==> config.mk <==
export PLATFORM = sky130hd
export DESIGN_NAME = vram_port_arbiter
export DESIGN_NICKNAME = d
export VERILOG_FILES = /design/src/rtl/vram_port_arbiter.sv
export SDC_FILE = /design/constraint.sdc
export NUM_CORES = 1
export LEC_CHECK = 0
export ABC_CLOCK_PERIOD_IN_PS = 2500
export CAP_MARGIN = 20
export CORE_ASPECT_RATIO = 1.2
export CORE_MARGIN = 10
export CORE_UTILIZATION = 45
export DETAILED_ROUTE_END_ITERATION = 6
export PLACE_DENSITY = 0.74
export SYNTH_ARGS = -nofsm -noshare
export SYNTH_HDL_FRONTEND = slang
export SYNTH_SLANG_ARGS = --single-unit
==> constraint.sdc <==
create_clock -name clk_pixel -period 2.5 [get_ports clk_pixel]
set_input_delay 0.25 -clock clk_pixel [delete_from_list [all_inputs] [get_ports clk_pixel]]
set_output_delay 0.25 -clock clk_pixel [all_outputs]
set_load 0.05 [all_outputs]
==> src/rtl/vram_port_arbiter.sv <==
// Single-port VRAM arbiter: display fetches win over CPU accesses, except when a CPU
// request has lost CPU_MAX_WAIT cycles in a row, in which case it takes one forced slot.
module vram_port_arbiter #(
    parameter int ADDR_W       = 13,
    parameter int DATA_W       = 8,
    parameter int CPU_MAX_WAIT = 4
) (
    input  logic              clk_pixel,
    input  logic              reset,
    input  logic              disp_req,
    input  logic [ADDR_W-1:0] disp_addr,
    output logic [DATA_W-1:0] disp_data,
    output logic              disp_valid,
    output logic              disp_overrun,
    input  logic              cpu_req,
    input  logic              cpu_we,
    input  logic [ADDR_W-1:0] cpu_addr,
    input  logic [DATA_W-1:0] cpu_wdata,
    output logic [DATA_W-1:0] cpu_rdata,
    output logic              cpu_ack,
    output logic [ADDR_W-1:0] ram_addr,
    output logic              ram_we,
    output logic [DATA_W-1:0] ram_wdata,
    input  logic [DATA_W-1:0] ram_rdata
);

    localparam int WAIT_W = $clog2(CPU_MAX_WAIT + 1);
    localparam logic [WAIT_W-1:0] WAIT_MAX = WAIT_W'(CPU_MAX_WAIT);

    // Tag carried with every read so the returning byte reaches the right requester.
    typedef enum logic [1:0] {
        OWN_NONE = 2'd0,
        OWN_DISP = 2'd1,
        OWN_CPU  = 2'd2
    } owner_t;

    logic              disp_pend;
    logic [ADDR_W-1:0] pend_addr;
    logic              cpu_busy;
    logic [WAIT_W-1:0] wait_cnt;
    owner_t            owner_s1;
    owner_t            owner_s2;
    logic              wr_s1;

    logic              cpu_elig;
    logic              disp_any;
    logic [ADDR_W-1:0] disp_sel_addr;
    logic              cpu_force;
    logic              grant_cpu;
    logic              grant_disp;
    logic              cpu_done;

    always_comb begin
        cpu_elig      = cpu_req && !cpu_busy;
        disp_any      = disp_pend || disp_req;
        disp_sel_addr = disp_req ? disp_addr : pend_addr;
        cpu_force     = cpu_elig && (wait_cnt == WAIT_MAX);
        grant_cpu     = cpu_force || (cpu_elig && !disp_any);
        grant_disp    = disp_any && !cpu_force;
        cpu_done      = wr_s1 || (owner_s2 == OWN_CPU);
    end

    // RAM command register: idle cycles hold the address and deassert write enable.
    always_ff @(posedge clk_pixel or posedge reset) begin
        if (reset) begin
            ram_addr  <= '0;
            ram_we    <= 1'b0;
            ram_wdata <= '0;
        end else begin
            ram_we <= 1'b0;
            if (grant_disp) begin
                ram_addr <= disp_sel_addr;
            end else if (grant_cpu) begin
                ram_addr <= cpu_addr;
                ram_we   <= cpu_we;
                if (cpu_we) begin
                    ram_wdata <= cpu_wdata;
                end
            end
        end
    end

    // A newer request while one is still waiting replaces it and flags the overrun.
    always_ff @(posedge clk_pixel or posedge reset) begin
        if (reset) begin
            disp_pend    <= 1'b0;
            pend_addr    <= '0;
            disp_overrun <= 1'b0;
        end else begin
            if (grant_disp) begin
                disp_pend <= 1'b0;
            end else if (disp_req) begin
                disp_pend <= 1'b1;
                pend_addr <= disp_addr;
            end
            if (disp_req && disp_pend) begin
                disp_overrun <= 1'b1;
            end
        end
    end

    always_ff @(posedge clk_pixel or posedge reset) begin
        if (reset) begin
            wait_cnt <= '0;
            cpu_busy <= 1'b0;
        end else begin
            if (!cpu_elig || grant_cpu) begin
                wait_cnt <= '0;
            end else if (wait_cnt != WAIT_MAX) begin
                wait_cnt <= wait_cnt + WAIT_W'(1);
            end
            if (grant_cpu) begin
                cpu_busy <= 1'b1;
            end else if (cpu_done) begin
                cpu_busy <= 1'b0;
            end
        end
    end

    // Reads return two edges after the grant; writes are acknowledged one edge after.
    always_ff @(posedge clk_pixel or posedge reset) begin
        if (reset) begin
            owner_s1   <= OWN_NONE;
            owner_s2   <= OWN_NONE;
            wr_s1      <= 1'b0;
            disp_valid <= 1'b0;
            disp_data  <= '0;
            cpu_ack    <= 1'b0;
            cpu_rdata  <= '0;
        end else begin
            if (grant_disp) begin
                owner_s1 <= OWN_DISP;
            end else if (grant_cpu && !cpu_we) begin
                owner_s1 <= OWN_CPU;
            end else begin
                owner_s1 <= OWN_NONE;
            end
            wr_s1      <= grant_cpu && cpu_we;
            owner_s2   <= owner_s1;
            disp_valid <= (owner_s2 == OWN_DISP);
            if (owner_s2 == OWN_DISP) begin
                disp_data <= ram_rdata;
            end
            cpu_ack <= cpu_done;
            if (owner_s2 == OWN_CPU) begin
                cpu_rdata <= ram_rdata;
            end
        end
    end

endmodule

==> metrics <==
total overflow reported by the global router 0; sequential share of power 0.373; CTS tree done; worst path cell trace clkdlybuf4s50_1; unrepaired setup endpoints after global routing false; synthesized flop and latch total 64; top flip-flop cell by instance count after synthesis dfrtp_1; switching component of the power 1560 uW; class of the tightest hold or removal check in -> async; Clock Pin Slew Worst Setup and Hold Paths 0.07 ns; Bufs and invs on worst path 1; total number of H-tree levels 3; instance area at placement approximately 3700 sq um; CP Class reg -> out; most frequent cell after synthesis dfrtp_1; Ports between 80 and 90; Resize count post-CTS 0; net switching fraction of the power 0.408; Skew-Pair Late Insertion Delay 0.34 ns; Post-Synth Simple-Gate Area 0.0558; antenna violations before repair 0; CTS Buf Count 9; wire length of the first global-routing pass 10.8 mm; count of mapped cells out of synthesis approximately 210; total routed wirelength 6.33 mm; WL/cell 16.2 um; ratio of cells with drive above 1 in the final layout 0.198; layout net count roughly 350; largest family of logic cells by synthesized area multiplexers; internal power component 2270 uW; number of global-route vias before repair 2166; multiplexer share of the synthesized area 0.198; Yosys top cell by area dfrtp_1; fin area 3860 sq um; total of fill cells in the finished design 523; synthesized-area fraction occupied by xor and xnor cells 0; clock share of power 0.193; multi-input combinational cell area 930 sq um; HPWL reported at the end of detailed placement between 4 and 5 mm; count of antenna diodes in the layout 0; kind of cell with the highest combined delay on the critical path buffers and inverters; Compound-Gate Fraction of Synth Area 0.0723; global-route usage over all layers 0.140; area enclosed by the die boundary around 9600 sq um; Chip Height 105 um; endpoint arrival time on the critical path ~1.5 ns; hold violation total from the final report 0; worst clock skew around 0.0089 ns; shortest clock period the worst path allows after layout 1.77 ns; Row Count 31; crit end category primary output; leading post-synthesis cells by cell area dfrtp_1 59%, mux2i_1 9.9%, mux2_2 9.9%; largest incremental delay on the critical path 0.82 ns; post-synthesis adder-cell area fraction 0.00915; list of most frequent post-synthesis cells 64 x dfrtp_1, 32 x inv_1, 27 x mux2i_1; CTS Buffer Depth 2; count of warnings emitted by yosys 0; residual DRC count 0; via/cell ratio 4.79; Netlist Area Pre-Place 2730 sq um; pin count of the biggest net entering global routing 27; transition time at the pin with the least slew margin 0.800 ns; startpoint of the most critical register-to-register path wait_cnt[0]; PwrDens 992 nW/um^2; count of final setup violators 0; Setup crit end ram_addr[2]; number of library cell types mapped by synthesis 25; number of enable flip-flop cells after synthesis 0; length of the first detailed-routing pass in iterations 4; Syn-to-layout area delta 41.3%; antenna violation net count after detailed routing 0; Leak Pwr 0.00179 uW; non-filler instance count after layout 390; CTS hold repair buffers 0; Worst setup SP type register; post-synth top area share 0.586; number of cells on the worst reg-to-reg path 6; fraction of the yosys area taken by sequential cells 0.586; port buffer count 87; Worst path depth 1; weighted congestion reported at the end of routability-driven placement 0.743; master of the slowest instance on the critical path clkdlybuf4s50_1; Die Span X 91.2 um; Async SR Flop Fraction 1.00; Critical Path Source ram_addr[2]; setup tns final 0 ns; count of clock tree sinks 64; area used by sequential logic in the layout 1600 sq um; result of the run finished clean; critical path data required time 2.25 ns; CP Max Fanout 2; maximum clock frequency 0.563 GHz; DR iter-0 viols between 70 and 80; max_slew headroom 0.466; flop2flop setup slack 0.90 ns; post-CTS repair timing setup buffer count 0; average cell area after synthesis 13.1 sq um; final max-slew violation count 0; placed cell count 374; max-capacitance violation count 0; Vias 1870; number of nets produced by synthesis roughly 260; core region area 5970 sq um; Max rail drop VDD between 0.0004 and 0.0005 V; initial core utilization 0.458; Combinational Power Share 0.434; reg2reg end ram_wdata[6]; clock root cell clkbuf_8; share of the clock period used by the worst path after layout 0.710
-- power groups by stage --
stage          Combinational, uW  Sequential (uW)  Clock [uW]
3_5_place_dp                1680             1450           0
5_1_grt                     1750             1470         811
2_1_floorplan                385             2140           0
4_1_cts                     1690             1430         763
3_3_place_gp                1660             1440           0
6_report                    1660             1430         739
-- flip-flops by register name (all words and copies together) (netlist names), 2 cells and up --
signal     count
cpu_rdata      8
pend_addr     13
disp_data      8
ram_addr      13
ram_wdata      8
owner_s2       2
wait_cnt       3
owner_s1       2
-- stage by stage --
step                total power, uW  worst slack (ns)  utilization  hold slack, ns
finish                         3830             0.725        0.647           0.272
global route                   4030             0.674        0.647           0.345
CTS                            3880             0.703        0.647           0.283
detailed placement             3130             0.728        0.619           0.338
global placement               3100             0.755        0.619           0.333
floorplan                      2520             0.652            -           0.316
-- how the worst min path moves through the flow --
stage,to,slack (ns)
floorplan,owner_s1[1],0.32
global placement,owner_s2[1],0.33
detailed placement,owner_s2[1],0.34
CTS,disp_data[7],0.28
global route,ram_addr[0],0.35
finish,disp_data[7],0.27
-- cell families after synthesis --
family                     after synthesis
AOI/OAI and AO/OA                       17
adders and majority gates                2
buffers and inverters                   45
DFF                                     64
muxes                                   51
and+or+nand+nor                         29
-- cell usage in the layout, fill, tap and decap left out --
cell             count
inv_2                1
a2bb2oi_2            1
o22ai_4              1
nor2b_1              1
clkinvlp_4           1
nor3_1               2
clkinv_2             4
clkdlybuf4s50_1     87
nand3_1             13
clkinv_4             1
or2_2                1
or2_1                1
o21ai_0              1
mux2i_1             27
and3_1               2
ha_1                 2
nor3b_1              2
o221ai_1             5
clkbuf_1             1
nor2_1               4
nand2_1              1
clkbuf_8             9
inv_1               31
buf_4               10
a21o_1               1
nand2b_1             2
dfrtp_1             64
o221ai_2             8
mux2_2              24
-- layer usage --
| metal | vias up | track usage | routed length, um |
|---|---|---|---|
| li1 | 903 | - | - |
| met1 | 902 | 0.165 | 2590 |
| met2 | 57 | 0.226 | 3250 |
| met3 | 8 | 0.0447 | 376 |
| met4 | 0 | 0.0673 | 112 |
| met5 | - | 0 | 0 |
-- area by class of cell --
type	instances	area share
sequential	64	0.415
multi-input combinational	99	0.241
clock buffer	10	0.0330
inverter	32	0.0311
tap	82	0.0266
timing repair buffer	97	0.245
clock inverter	6	0.00939
(Power assumes the default switching activity.)
